## config.mk

```make
export PLATFORM = sky130hd
export DESIGN_NAME = multi_debouncer
export DESIGN_NICKNAME = d
export VERILOG_FILES = /design/src/rtl/multi_debouncer.sv
export SDC_FILE = /design/constraint.sdc
export NUM_CORES = 1
export LEC_CHECK = 0
export CAP_MARGIN = 30
export CORE_MARGIN = 4
export CORE_UTILIZATION = 54
export CTS_BUF_LIST = sky130_fd_sc_hd__clkbuf_4 sky130_fd_sc_hd__clkbuf_8 sky130_fd_sc_hd__clkbuf_16
export CTS_CLUSTER_DIAMETER = 100
export DETAILED_ROUTE_END_ITERATION = 6
export HOLD_SLACK_MARGIN = 0.03
export PLACE_DENSITY = 0.76
export SKIP_CTS_REPAIR_TIMING = 1
export SLEW_MARGIN = 20
export SYNTH_ARGS = -nofsm -noshare
export SYNTH_HDL_FRONTEND = slang
export SYNTH_SLANG_ARGS = --single-unit
export TNS_END_PERCENT = 5
```

## constraint.sdc

```tcl
create_clock -name clk -period 1.7 [get_ports clk]
set_input_delay 0.34 -clock clk [delete_from_list [all_inputs] [get_ports clk]]
set_output_delay 0.34 -clock clk [all_outputs]
set_load 0.05 [all_outputs]
```

## src/rtl/multi_debouncer.sv

```systemverilog
// ---------------------------------------------------------------------------
// multi_debouncer
//
// N-channel switch/button debouncer. Each channel has its own synchroniser
// chain, a one-clk-delayed copy of the synchronised level (prev), a settle
// counter and a registered debounced level. The debounced level follows the
// input only after the synchronised value has been stable and different
// from the current debounced value for SETTLE tick-qualified clocks. When
// the debounced level changes, a registered one-clk rise or fall pulse is
// produced. Downstream logic therefore needs no separate edge detectors.
//
// Parameters
//   CHANNELS    number of independent channels (>= 1)
//   SYNC_STAGES flops per input synchroniser chain (>= 2)
//   SETTLE      consecutive stable ticks before debounced follows (>= 1)
//   CNT_W       settle counter width, SETTLE <= 2**CNT_W - 1
//   RESET_VAL   reset value of sync flops, prev and debounced
//
// Ports
//   clk        system clock, all logic on posedge
//   reset_     synchronous active-low reset
//   tick       count enable shared by all channels (tie to 1 for every clk)
//   raw        asynchronous raw inputs, one bit per channel
//   debounced  filtered level per channel
//   rise       one-clk pulse when debounced goes 0->1
//   fall       one-clk pulse when debounced goes 1->0
// ---------------------------------------------------------------------------
module multi_debouncer #(
  parameter int   CHANNELS    = 4,
  parameter int   SYNC_STAGES = 2,
  parameter int   SETTLE      = 16383,
  parameter int   CNT_W       = 14,
  parameter logic RESET_VAL   = 1'b0
) (
  input  logic                clk,
  input  logic                reset_,
  input  logic                tick,
  input  logic [CHANNELS-1:0] raw,
  output logic [CHANNELS-1:0] debounced,
  output logic [CHANNELS-1:0] rise,
  output logic [CHANNELS-1:0] fall
);

  // -------------------------------------------------------------------------
  // Parameter sanity: refuse to elaborate a configuration that cannot work.
  // -------------------------------------------------------------------------
  if (CHANNELS < 1) begin : g_bad_channels
    $error("multi_debouncer: CHANNELS must be >= 1");
  end
  if (SYNC_STAGES < 2) begin : g_bad_sync
    $error("multi_debouncer: SYNC_STAGES must be >= 2");
  end
  if (SETTLE < 1) begin : g_bad_settle
    $error("multi_debouncer: SETTLE must be >= 1");
  end
  if (SETTLE > (2 ** CNT_W) - 1) begin : g_bad_cnt_w
    $error("multi_debouncer: CNT_W too narrow for SETTLE");
  end

  // Terminal count: the count that, with a tick, completes the settle window.
  localparam logic [CNT_W-1:0] LAST = CNT_W'(SETTLE - 1);

  // Counter action chosen each clock, in priority order.
  typedef enum logic [2:0] {
    ACT_BOUNCE,  // synchronised input moved this clk: restart
    ACT_IDLE,    // input agrees with debounced: nothing pending
    ACT_COMMIT,  // settle window complete: adopt the new level
    ACT_COUNT,   // stable and pending: advance on tick
    ACT_HOLD     // stable and pending, no tick: wait
  } act_e;

  for (genvar i = 0; i < CHANNELS; i++) begin : g_ch

    logic [SYNC_STAGES-1:0] sync_q;
    logic                   cand;
    logic                   prev_q;
    logic                   deb_q;
    logic                   deb_d;
    logic                   rise_q;
    logic                   rise_d;
    logic                   fall_q;
    logic                   fall_d;
    logic [CNT_W-1:0]       cnt_q;
    logic [CNT_W-1:0]       cnt_d;
    act_e                   act;

    // Oldest stage of the synchroniser is the only value the filter sees.
    assign cand = sync_q[SYNC_STAGES-1];

    // -----------------------------------------------------------------------
    // Action decode. Bounce detection ignores tick so that any movement of
    // the input, even between ticks, restarts the settle window.
    // -----------------------------------------------------------------------
    always_comb begin
      if (cand != prev_q) begin
        act = ACT_BOUNCE;
      end else if (cand == deb_q) begin
        act = ACT_IDLE;
      end else if (tick && (cnt_q == LAST)) begin
        act = ACT_COMMIT;
      end else if (tick) begin
        act = ACT_COUNT;
      end else begin
        act = ACT_HOLD;
      end
    end

    // -----------------------------------------------------------------------
    // Next-state values for counter, debounced level and edge pulses.
    // NOTE: every output of this block gets a default before the case so no
    // path leaves a value unassigned, which would otherwise infer a latch.
    // -----------------------------------------------------------------------
    always_comb begin
      cnt_d  = cnt_q;
      deb_d  = deb_q;
      rise_d = 1'b0;
      fall_d = 1'b0;
      unique case (act)
        ACT_BOUNCE,
        ACT_IDLE: begin
          cnt_d = '0;
        end
        ACT_COMMIT: begin
          cnt_d  = '0;
          deb_d  = cand;
          rise_d = cand;
          fall_d = ~cand;
        end
        ACT_COUNT: begin
          cnt_d = cnt_q + CNT_W'(1);
        end
        default: begin
          // ACT_HOLD: keep the count where it is
        end
      endcase
    end

    // -----------------------------------------------------------------------
    // State registers. Reset abandons any count in progress and suppresses
    // pulses, so a level change caused by reset itself is never reported.
    // NOTE: sequential state uses non-blocking assignments so every flop
    // samples the pre-edge value of the others, e.g. prev_q gets the old cand.
    // -----------------------------------------------------------------------
    always_ff @(posedge clk) begin
      if (!reset_) begin
        sync_q <= {SYNC_STAGES{RESET_VAL}};
        prev_q <= RESET_VAL;
        deb_q  <= RESET_VAL;
        cnt_q  <= '0;
        rise_q <= 1'b0;
        fall_q <= 1'b0;
      end else begin
        sync_q <= {sync_q[SYNC_STAGES-2:0], raw[i]};
        prev_q <= cand;
        deb_q  <= deb_d;
        cnt_q  <= cnt_d;
        rise_q <= rise_d;
        fall_q <= fall_d;
      end
    end

    assign debounced[i] = deb_q;
    assign rise[i]      = rise_q;
    assign fall[i]      = fall_q;

  end : g_ch

endmodule : multi_debouncer

```

* Yosys cells after proc, flatten, opt, wreduce, memory -nomap -nowiden *
Index checks and enable logic that the tools add are counted.

operators by class
  add/subtract/negate cells = 4
  eq/ne operators = 24
  multiplexer cells = 17
  bitwise logic cells = 4
  reduce and logical (&&, ||, !) cells = 20

operator list
  kind                     count
  $pmux W14 S2             4
  $add A14 B1 Y14 const B  4
  $eq A14 B14 Y1 const B   4
  $mux W3                  13
  $eq A3 B2 Y1 const B     8
  $eq A3 B1 Y1 const B     4
  $logic_not A3 Y1         4
  $reduce_or A3 Y1         4
  $reduce_and A2 Y1        4
  $reduce_bool A2 Y1       4
  $eq A1 B1 Y1             4
  $logic_and A1 B1 Y1      4
  $ne A1 B1 Y1             4
  $not A1 Y1               4

word-level totals
  flip-flop bits (word level) = 80
  bits of input ports = 7

* Logic depth before layout (Yosys ltp) *
Gate-level depths: netlist (run 1).

  depth after elaboration = 8
  depth in mapped cells = 7
  depth with buffers taken out = 6

* Worst setup path before layout (run 1) *
No wires, ideal clock.

  kind = input port to flip-flop
  from = input port tick
  to = register g_ch[3].cnt_q[9]
  setup time = 71 ps
  arrival = 1621 ps
  required time = 1629 ps
  slack = 9 ps
  stages = 6
  cells stage by stage = buf_2 -> nor4b_1 -> or3_1 -> clkbuf_1 -> or4_1 -> a21oi_1

between the ends
  cells in the longest elaborated chain, start to end = 7

RTL lines
  item                                                       RTL line  RTL
  start: declaration                                         37        input logic tick,
  $mux W3 / $logic_and A1 B1 Y1 (equally long branches)      101, 99
  $mux W3 *                                                  99        end else if (tick && (cnt_q == LAST)) begin
  $mux W3 *                                                  97        end else if (cand == deb_q) begin
  $mux W3 *                                                  95        if (cand != prev_q) begin
  $eq A3 B2 Y1 (tied with other cells)                       118       unique case (act)
  $reduce_or A3 Y1 (no source line)                          n/a
  $pmux W14 S2 / $reduce_bool A2 Y1 (equally long branches)  n/a
  end signal: assignment                                     156       cnt_q <= cnt_d;
  end: declaration                                           83        logic [CNT_W-1:0] cnt_q;

Mark *: on every way between the ends. The rest lies on a longest branch, timed or not.
A chain may end at the register's enable or synchronous reset.

* Final worst setup path (run 1) *
  from = register g_ch[1].cnt_q[12]
  to = register g_ch[1].cnt_q[13]

between the ends
  cells in the longest elaborated chain, start to end = 8

RTL lines
  item                                                       RTL line
  start: declaration                                         83
  start signal: assignment                                   156
  $eq A14 B14 Y1                                             99
  $logic_and A1 B1 Y1                                        99
  $mux W3                                                    99
  $mux W3                                                    97
  $mux W3                                                    95
  $eq A3 B2 Y1 (tied with other cells)                       118
  $reduce_or A3 Y1 (no source line)                          n/a
  $pmux W14 S2 / $reduce_bool A2 Y1 (equally long branches)  n/a

Several ways; a longest one is shown, not always the timed one.

==> flow_summary_export.csv, run 1 <==
group,metric,value,unit
setup_path,cp.required,1.99,ns
yosys,synth_ff_type,"dfxtp_1",
timing,drv_slew,0,
yosys,synth_top_area_cell,"dfxtp_1",
route,drtAntennaViolNets,0,
setup_path,critical_path.top_delay_family,"simple AND/OR/NAND/NOR gates",
clock_network,clock-root-buffer,"clkbuf_8",
timing,min_period,1.782,ns
floorplan,die_height,91.93,µm
grt,antenna_found_initial,0,
setup_path,path_cells,"inv_1, or4_4, buf_4, or3_2, a21oi_1",
timing,relSlewSlack,70.63,%
setup_path,cp.arrival,2.08,ns
grt,grt_max_degree,24,
yosys,async_reset_ff_share,0,%
route,routedWlPerCell,13.74,µm
timing,layout_setup_ws,-0.08196,ns
timing,period_share,104.8,%
timing,rsz0062_at_grt,"true",
yosys,syn_avg_cell_area,8.724,µm²
clock_network,cts_tree,"built",
setup_path,r2r_start,"g_ch[1].cnt_q[12]",
timing,hold_viol,0,
grt,grt_usage,19.53,%
clock_network,cts_max_level,3,
setup_path,critPathMaxFanout,3,
clock_network,clk_latency,0.36,ns
setup_path,worst_setup_path_end_kind,"register",
grt,grt_pass1_vias,3250,
timing,max_freq,561.2,MHz
yosys,syn-instance-count,436,
timing,setup_violations,13,
layout,area_growth,26.94,%
grt,grt_overflow,0,
worst_hold_path,hold_class,"reg2reg",
setup_path,critPathSlowestCell,"or4_4",
setup_path,critPathKind,"reg2reg",
placement,portBuffers,18,
layout,nets,516,
route,viasPerCell,5.648,
yosys,syn_area,3804,µm²
clock_network,clkSinkCount,80,
worst_hold_path,min_to,"g_ch[1].sync_q[1]",
placement,pre_cts_ws,-0.5277,ns
clock_network,cts_buffers,9,
yosys,synth.distinct_cells,45,
floorplan,ioPinCount,19,
setup_path,regToRegSetupSlack,-0.08,ns
yosys,synth_nets,451,
power_and_ir_drop,ir_drop,0.0007013,V
floorplan,core_area,6832,µm²
route,vias,3400,
route,drc_errors,0,
outcome,status,"finished, violations left",
flow_run,drv_cap,0,
worst_hold_path,hp-start,"g_ch[1].sync_q[0]",
setup_path,r2r_cells,5,
yosys,synth_edf_count,0,
floorplan,rows,30,
timing,fin_worst_skew,0.01420,ns
layout,drive_gt1_share,26.09,%
clock_network,clk_pin_slew,0.08,ns
outcome,failed_checks,"negative setup slack",
power_and_ir_drop,total_power,3.673,mW
floorplan,fp.dieArea,8450,µm²
grt,grt_pass1_wl,13.73,mm
setup_path,cp-start-kind,"register",
yosys,yosysWarnings,0,
route,dr.first_iter.drc_count,115,
yosys,seq_area_frac_synth,42.11,%
yosys,ys_ff_latch,80,
placement,gp_congestion,0.7966,
layout,nFillCells,554,
worst_hold_path,whs_path_depth,1,
floorplan,start_util,55.68,%
setup_path,cpPeakStageDelay,0.57,ns
floorplan,die_x,91.93,µm
yosys,synthTopCellsByArea,"dfxtp_1 42%, a21oi_1 4.9%, nand2_1 3.6%",
route,detail_route.first_pass.iterations,4,
timing,worst_slew_pin_slew,0.4344,ns
route,drt-total-wl,8.273,mm
power_and_ir_drop,p_per_area,760.7,nW/µm²
setup_path,cp.buffers_inverters,2,
yosys,synth_top_area_share,42.11,%
setup_path,reg2reg_to,"g_ch[1].cnt_q[13]",
placement,hpwlAfterDp,5.656,mm
power_and_ir_drop,leakagePower,1.639,nW
clock_network,cts_buffer_depth,2,
layout,antenna_cells,0,
==> worst max path at each step <==
| stage | from | end | slack, ns | cells past startpoint |
|---|---|---|---|---|
| floorplan | tick | g_ch[3].cnt_q[9] | 0.009 | 6 |
| global placement | tick | g_ch[0].cnt_q[2] | -0.49 | 6 |
| detailed placement | tick | g_ch[0].cnt_q[10] | -0.53 | 6 |
| CTS | tick | g_ch[0].cnt_q[10] | -0.14 | 6 |
| global route | g_ch[1].cnt_q[5] | g_ch[1].cnt_q[13] | -0.13 | 5 |
| finish | g_ch[1].cnt_q[12] | g_ch[1].cnt_q[13] | -0.08 | 5 |
==> per-stage QoR <==
step / cells / area, µm² / util (%) / hold slack [ns] / TNS [ns]
2_1_floorplan: 436 / 3804 / - / 0.4119 / 0
3_3_place_gp: 582 / 4439 / 64.98 / 0.4129 / -19.92
3_5_place_dp: 582 / 4439 / 64.98 / 0.4210 / -21.04
4_1_cts: 598 / 4678 / 68.48 / 0.4393 / -2.763
5_1_grt: 602 / 4828 / 70.68 / 0.4603 / -1.350
6_report: 602 / 4828 / 70.68 / 0.4359 / -0.5971
==> synthesized netlist by cell type (4+ instances only) <==
cell type	instances
dfxtp_1	80
xor2_1	8
mux2i_1	5
o21ai_0	16
buf_4	12
or4_1	16
inv_1	17
buf_2	5
o211ai_1	6
and4_1	6
nor3_1	8
xnor2_1	9
a21oi_1	37
nand2_1	36
nor4_1	4
or3_1	17
nand4_1	14
clkbuf_1	10
ha_1	8
or4bb_1	4
and2_1	9
nor2_1	22
nand3_1	27
nand2b_1	13
o31ai_1	14
==> layout by cell type (no fill, tap or decap), types with 9 or more instances in the layout <==
| cell | n |
|---|---|
| nand4_1 | 14 |
| and2_1 | 9 |
| dfxtp_1 | 65 |
| o21ai_0 | 16 |
| nand3_1 | 21 |
| clkbuf_8 | 9 |
| nand2b_1 | 13 |
| a21oi_1 | 37 |
| or4_1 | 16 |
| inv_1 | 17 |
| xnor2_1 | 9 |
| buf_4 | 67 |
| o31ai_1 | 14 |
| dfxtp_2 | 15 |
| or3_1 | 14 |
| nand2_1 | 35 |
| nor2_1 | 22 |
==> where the power goes <==
group / switching [mW] / internal [mW] / leakage, nW
clock: 0.705 / 0.987 / 0.120
combinational: 0.0383 / 0.0488 / 0.865
sequential: 0.0108 / 1.88 / 0.654
==> sequential cells by signal, indices dropped and copies added (netlist names) <==
register,flops
g_ch.cnt_q,56
g_ch.sync_q,8
g_ch.deb_q,4
g_ch.fall_q,4
g_ch.prev_q,4
g_ch.rise_q,4
==> layout make-up <==
class | count | area [µm²] | share of cell area [%]
clock inverter | 6 | 107.6 | 2.229
clock buffer | 10 | 131.4 | 2.721
multi-input combinational | 312 | 2063 | 42.73
timing repair buffer | 81 | 721.9 | 14.95
tap | 96 | 120.1 | 2.488
inverter | 17 | 63.81 | 1.322
sequential | 80 | 1620 | 33.56
==> worst reg2reg max path, cell delays in order (launching register included) <==
cell     delay, ns
dfxtp_1       0.37
inv_1         0.05
or4_4         0.57
buf_4         0.16
or3_2         0.43
a21oi_1       0.14
==> per-layer routing <==
layer / routed length (µm) / track usage [%] / up-vias
met3: 231 / 3.610 / 15
li1: - / - / 1708
met2: 4133 / 33.03 / 52
met1: 3730 / 23.85 / 1625
met4: 177 / 9.406 / 0
met5: 0 / 0 / -
==> cell families after synthesis <==
family	synth area share (%)
mux	1.316
simple gates	31.88
xor+xnor	3.915
fa+ha+maj	2.632
buf+inv	5.691
compound gates	12.47
flops	42.11
(Power assumes the default switching activity.)
==> run 2: changes to the inputs <==
--- a/config.mk
+++ b/config.mk
@@ -9,7 +9,7 @@
 export CORE_MARGIN = 4
 export CORE_UTILIZATION = 54
 export CTS_BUF_LIST = sky130_fd_sc_hd__clkbuf_4 sky130_fd_sc_hd__clkbuf_8 sky130_fd_sc_hd__clkbuf_16
-export CTS_CLUSTER_DIAMETER = 100
+export CTS_CLUSTER_DIAMETER = 80
 export DETAILED_ROUTE_END_ITERATION = 6
 export HOLD_SLACK_MARGIN = 0.03
 export PLACE_DENSITY = 0.76
==> results of run 2 <==
Final layout, timing and power as in run 1 (identical DEF).
==> run 3: changes to the inputs <==
--- a/config.mk
+++ b/config.mk
@@ -12,7 +12,7 @@
 export CTS_CLUSTER_DIAMETER = 80
 export DETAILED_ROUTE_END_ITERATION = 6
 export HOLD_SLACK_MARGIN = 0.03
-export PLACE_DENSITY = 0.76
+export PLACE_DENSITY = 0.8
 export SKIP_CTS_REPAIR_TIMING = 1
 export SLEW_MARGIN = 20
 export SYNTH_ARGS = -nofsm -noshare
==> run 3 against run 2 <==
Net effect:
- the flow now finishes without violations
- non-clock buffer count fell by 7
- via count fell by 0.59%
- final area fell by 2.2%
- final cell count fell by 1.3%
- sequential power barely moved
- setup slack improved by 0.087 ns
- routed wire length rose by 2.6%
- sequential cell count did not move
- sequential share of layout area rose by 0.60 points
- maximum frequency rose by 5.1%
==> flow_summary_export.csv, run 3 (same netlist as run 1, synthesis figures left out) <==
group,metric,value,unit
floorplan,rows,30,
placement,gp_congestion,0.8298,
timing,period_share,99.71,%
power_and_ir_drop,pwr-share-comb,2.6,%
floorplan,die_x,91.93,µm
flow_run,drv_cap,0,
setup_path,cp-start-kind,"register",
worst_hold_path,hold_class,"reg2reg",
setup_path,critPathSlowestCell,"or4_4",
timing,setup_violations,0,
clock_network,clk_latency,0.36,ns
placement,pre_cts_ws,-0.5456,ns
layout,top_regs,"g_ch.cnt_q (56), g_ch.sync_q (8)",
setup_path,startpoint,"g_ch[0].cnt_q[3]",
timing,fin_worst_skew,0.01014,ns
floorplan,start_util,55.68,%
layout,final_common_cell,"dfxtp_1",
setup_path,critPathKind,"reg2reg",
route,drt-total-wl,8.486,mm
layout,final_cell_mix,"71 x dfxtp_1, 62 x buf_4, 36 x a21oi_1",
grt,antenna_found_initial,0,
setup_path,cpPeakStageDelay,0.57,ns
route,viasPerCell,5.690,
power_and_ir_drop,leakagePower,1.575,nW
clock_network,cts_max_level,3,
placement,dp.cells,577,
setup_path,critPathMaxFanout,5,
route,dr.first_iter.drc_count,150,
setup_path,path_cells,"nand4_1, or4_4, or3b_4, nor3b_2",
grt,grt_usage,20.72,%
setup_path,r2r_start,"g_ch[0].cnt_q[3]",
timing,whs,0.4357,ns
route,drc_errors,0,
layout,antenna_cells,0,
layout,nets,509,
power_and_ir_drop,seqPwrFrac,56.9,%
clock_network,cts_buffers,9,
floorplan,die_height,91.93,µm
power_and_ir_drop,p_per_area,704.6,nW/µm²
timing,rsz0062_at_grt,"true",
layout,area_growth,24.14,%
timing,layout_setup_ws,0.004858,ns
clock_network,clock-root-buffer,"clkbuf_8",
placement,dpl_cell_area,4389,µm²
power_and_ir_drop,total_power,3.327,mW
power_and_ir_drop,ir_drop,0.0006530,V
power_and_ir_drop,p_clk_share,40.5,%
power_and_ir_drop,power_switching,716.1,µW
layout,regMostFlops,"g_ch.cnt_q",
setup_path,cp.arrival,1.98,ns
timing,relSlewSlack,70.29,%
worst_hold_path,hp-start,"g_ch[1].sync_q[0]",
power_and_ir_drop,internal_power,2.611,mW
timing,finalSetupTns,0,ns
clock_network,cts_tree,"built",
power_and_ir_drop,sw_frac_of_total,21.52,%
grt,grt_pass1_vias,3316,
route,detail_route.first_pass.iterations,4,
route,drtAntennaViolNets,0,
layout,drive_gt1_share,24.30,%
timing,min_period,1.695,ns
timing,worst_slew_pin_slew,0.4394,ns
clock_network,clk_pin_slew,0.07,ns
timing,drv_slew,0,
placement,hpwlAfterDp,5.822,mm
timing,hold_viol,0,
route,routedWlPerCell,14.29,µm
placement,portBuffers,18,
floorplan,ioPinCount,19,
layout,instances_no_fill,594,
clock_network,cts_buffer_depth,2,
layout,largest_reg_flops,56,
setup_path,worst_setup_path_end_kind,"register",
setup_path,cp.required,1.98,ns
timing,max_freq,589.9,MHz
layout,fin_util,69.12,%
layout,fin_area,4722,µm²
grt,grt_overflow,0,
floorplan,core_area,6832,µm²
clock_network,clkSinkCount,80,
floorplan,fp.dieArea,8450,µm²
outcome,status,"complete, no violations",
route,vias,3380,
grt,grt_pass1_wl,14.45,mm
grt,grt_max_degree,24,
run 3: cell types whose count changed in the layout (fill, tap and decap cells not counted), sizes merged:
cell,previous run,this run
buf,74,67
bufinv,3,0
clkbuf,11,14
clkinv,2,1
run 3: path summary, 6_finish.rpt:
check	to	slack, ns	depth (start not counted)
worst max-delay path	g_ch[0].fall_q	0.005	4
worst min register to register	g_ch[1].sync_q[1]	0.44	1
worst max register to register	g_ch[0].fall_q	0.005	4
worst min-delay path	g_ch[1].sync_q[1]	0.44	1
run 3: area by class of cell:
cell class | instances | area, µm²
Inverter | 17 | 63.81
Tap cell | 96 | 120.1
Fill cell | 512 | 2110
Clock buffer | 13 | 178.9
Multi-Input combinational cell | 312 | 2081
Timing Repair Buffer | 74 | 653.1
Sequential cell | 80 | 1613
Clock inverter | 2 | 12.51
run 3: per-layer routing:
layer / up-vias / track usage, % / part of all wire, %
met2: 59 / 35.52 / 49
met5: - / 0 / 0
met3: 14 / 6.481 / 3.7
met4: 0 / 6.807 / 1.5
li1: 1708 / - / -
met1: 1599 / 24.58 / 46
run 3: worst max-delay path, delay by kind of cell, from the launching register on:
family	cells	cell delay [ns]
AND/OR/NAND/NOR	4	1.29
flip-flops	1	0.34
run 3: power groups by stage:
stage / Sequential [mW] / Clock [mW] / Combinational, mW
3_5_place_dp: 1.94 / 0 / 0.0776
5_1_grt: 1.90 / 1.46 / 0.0916
3_3_place_gp: 1.94 / 0 / 0.0743
4_1_cts: 1.89 / 1.37 / 0.0777
2_1_floorplan: 1.94 / 0 / 0.0390
6_report: 1.89 / 1.35 / 0.0860
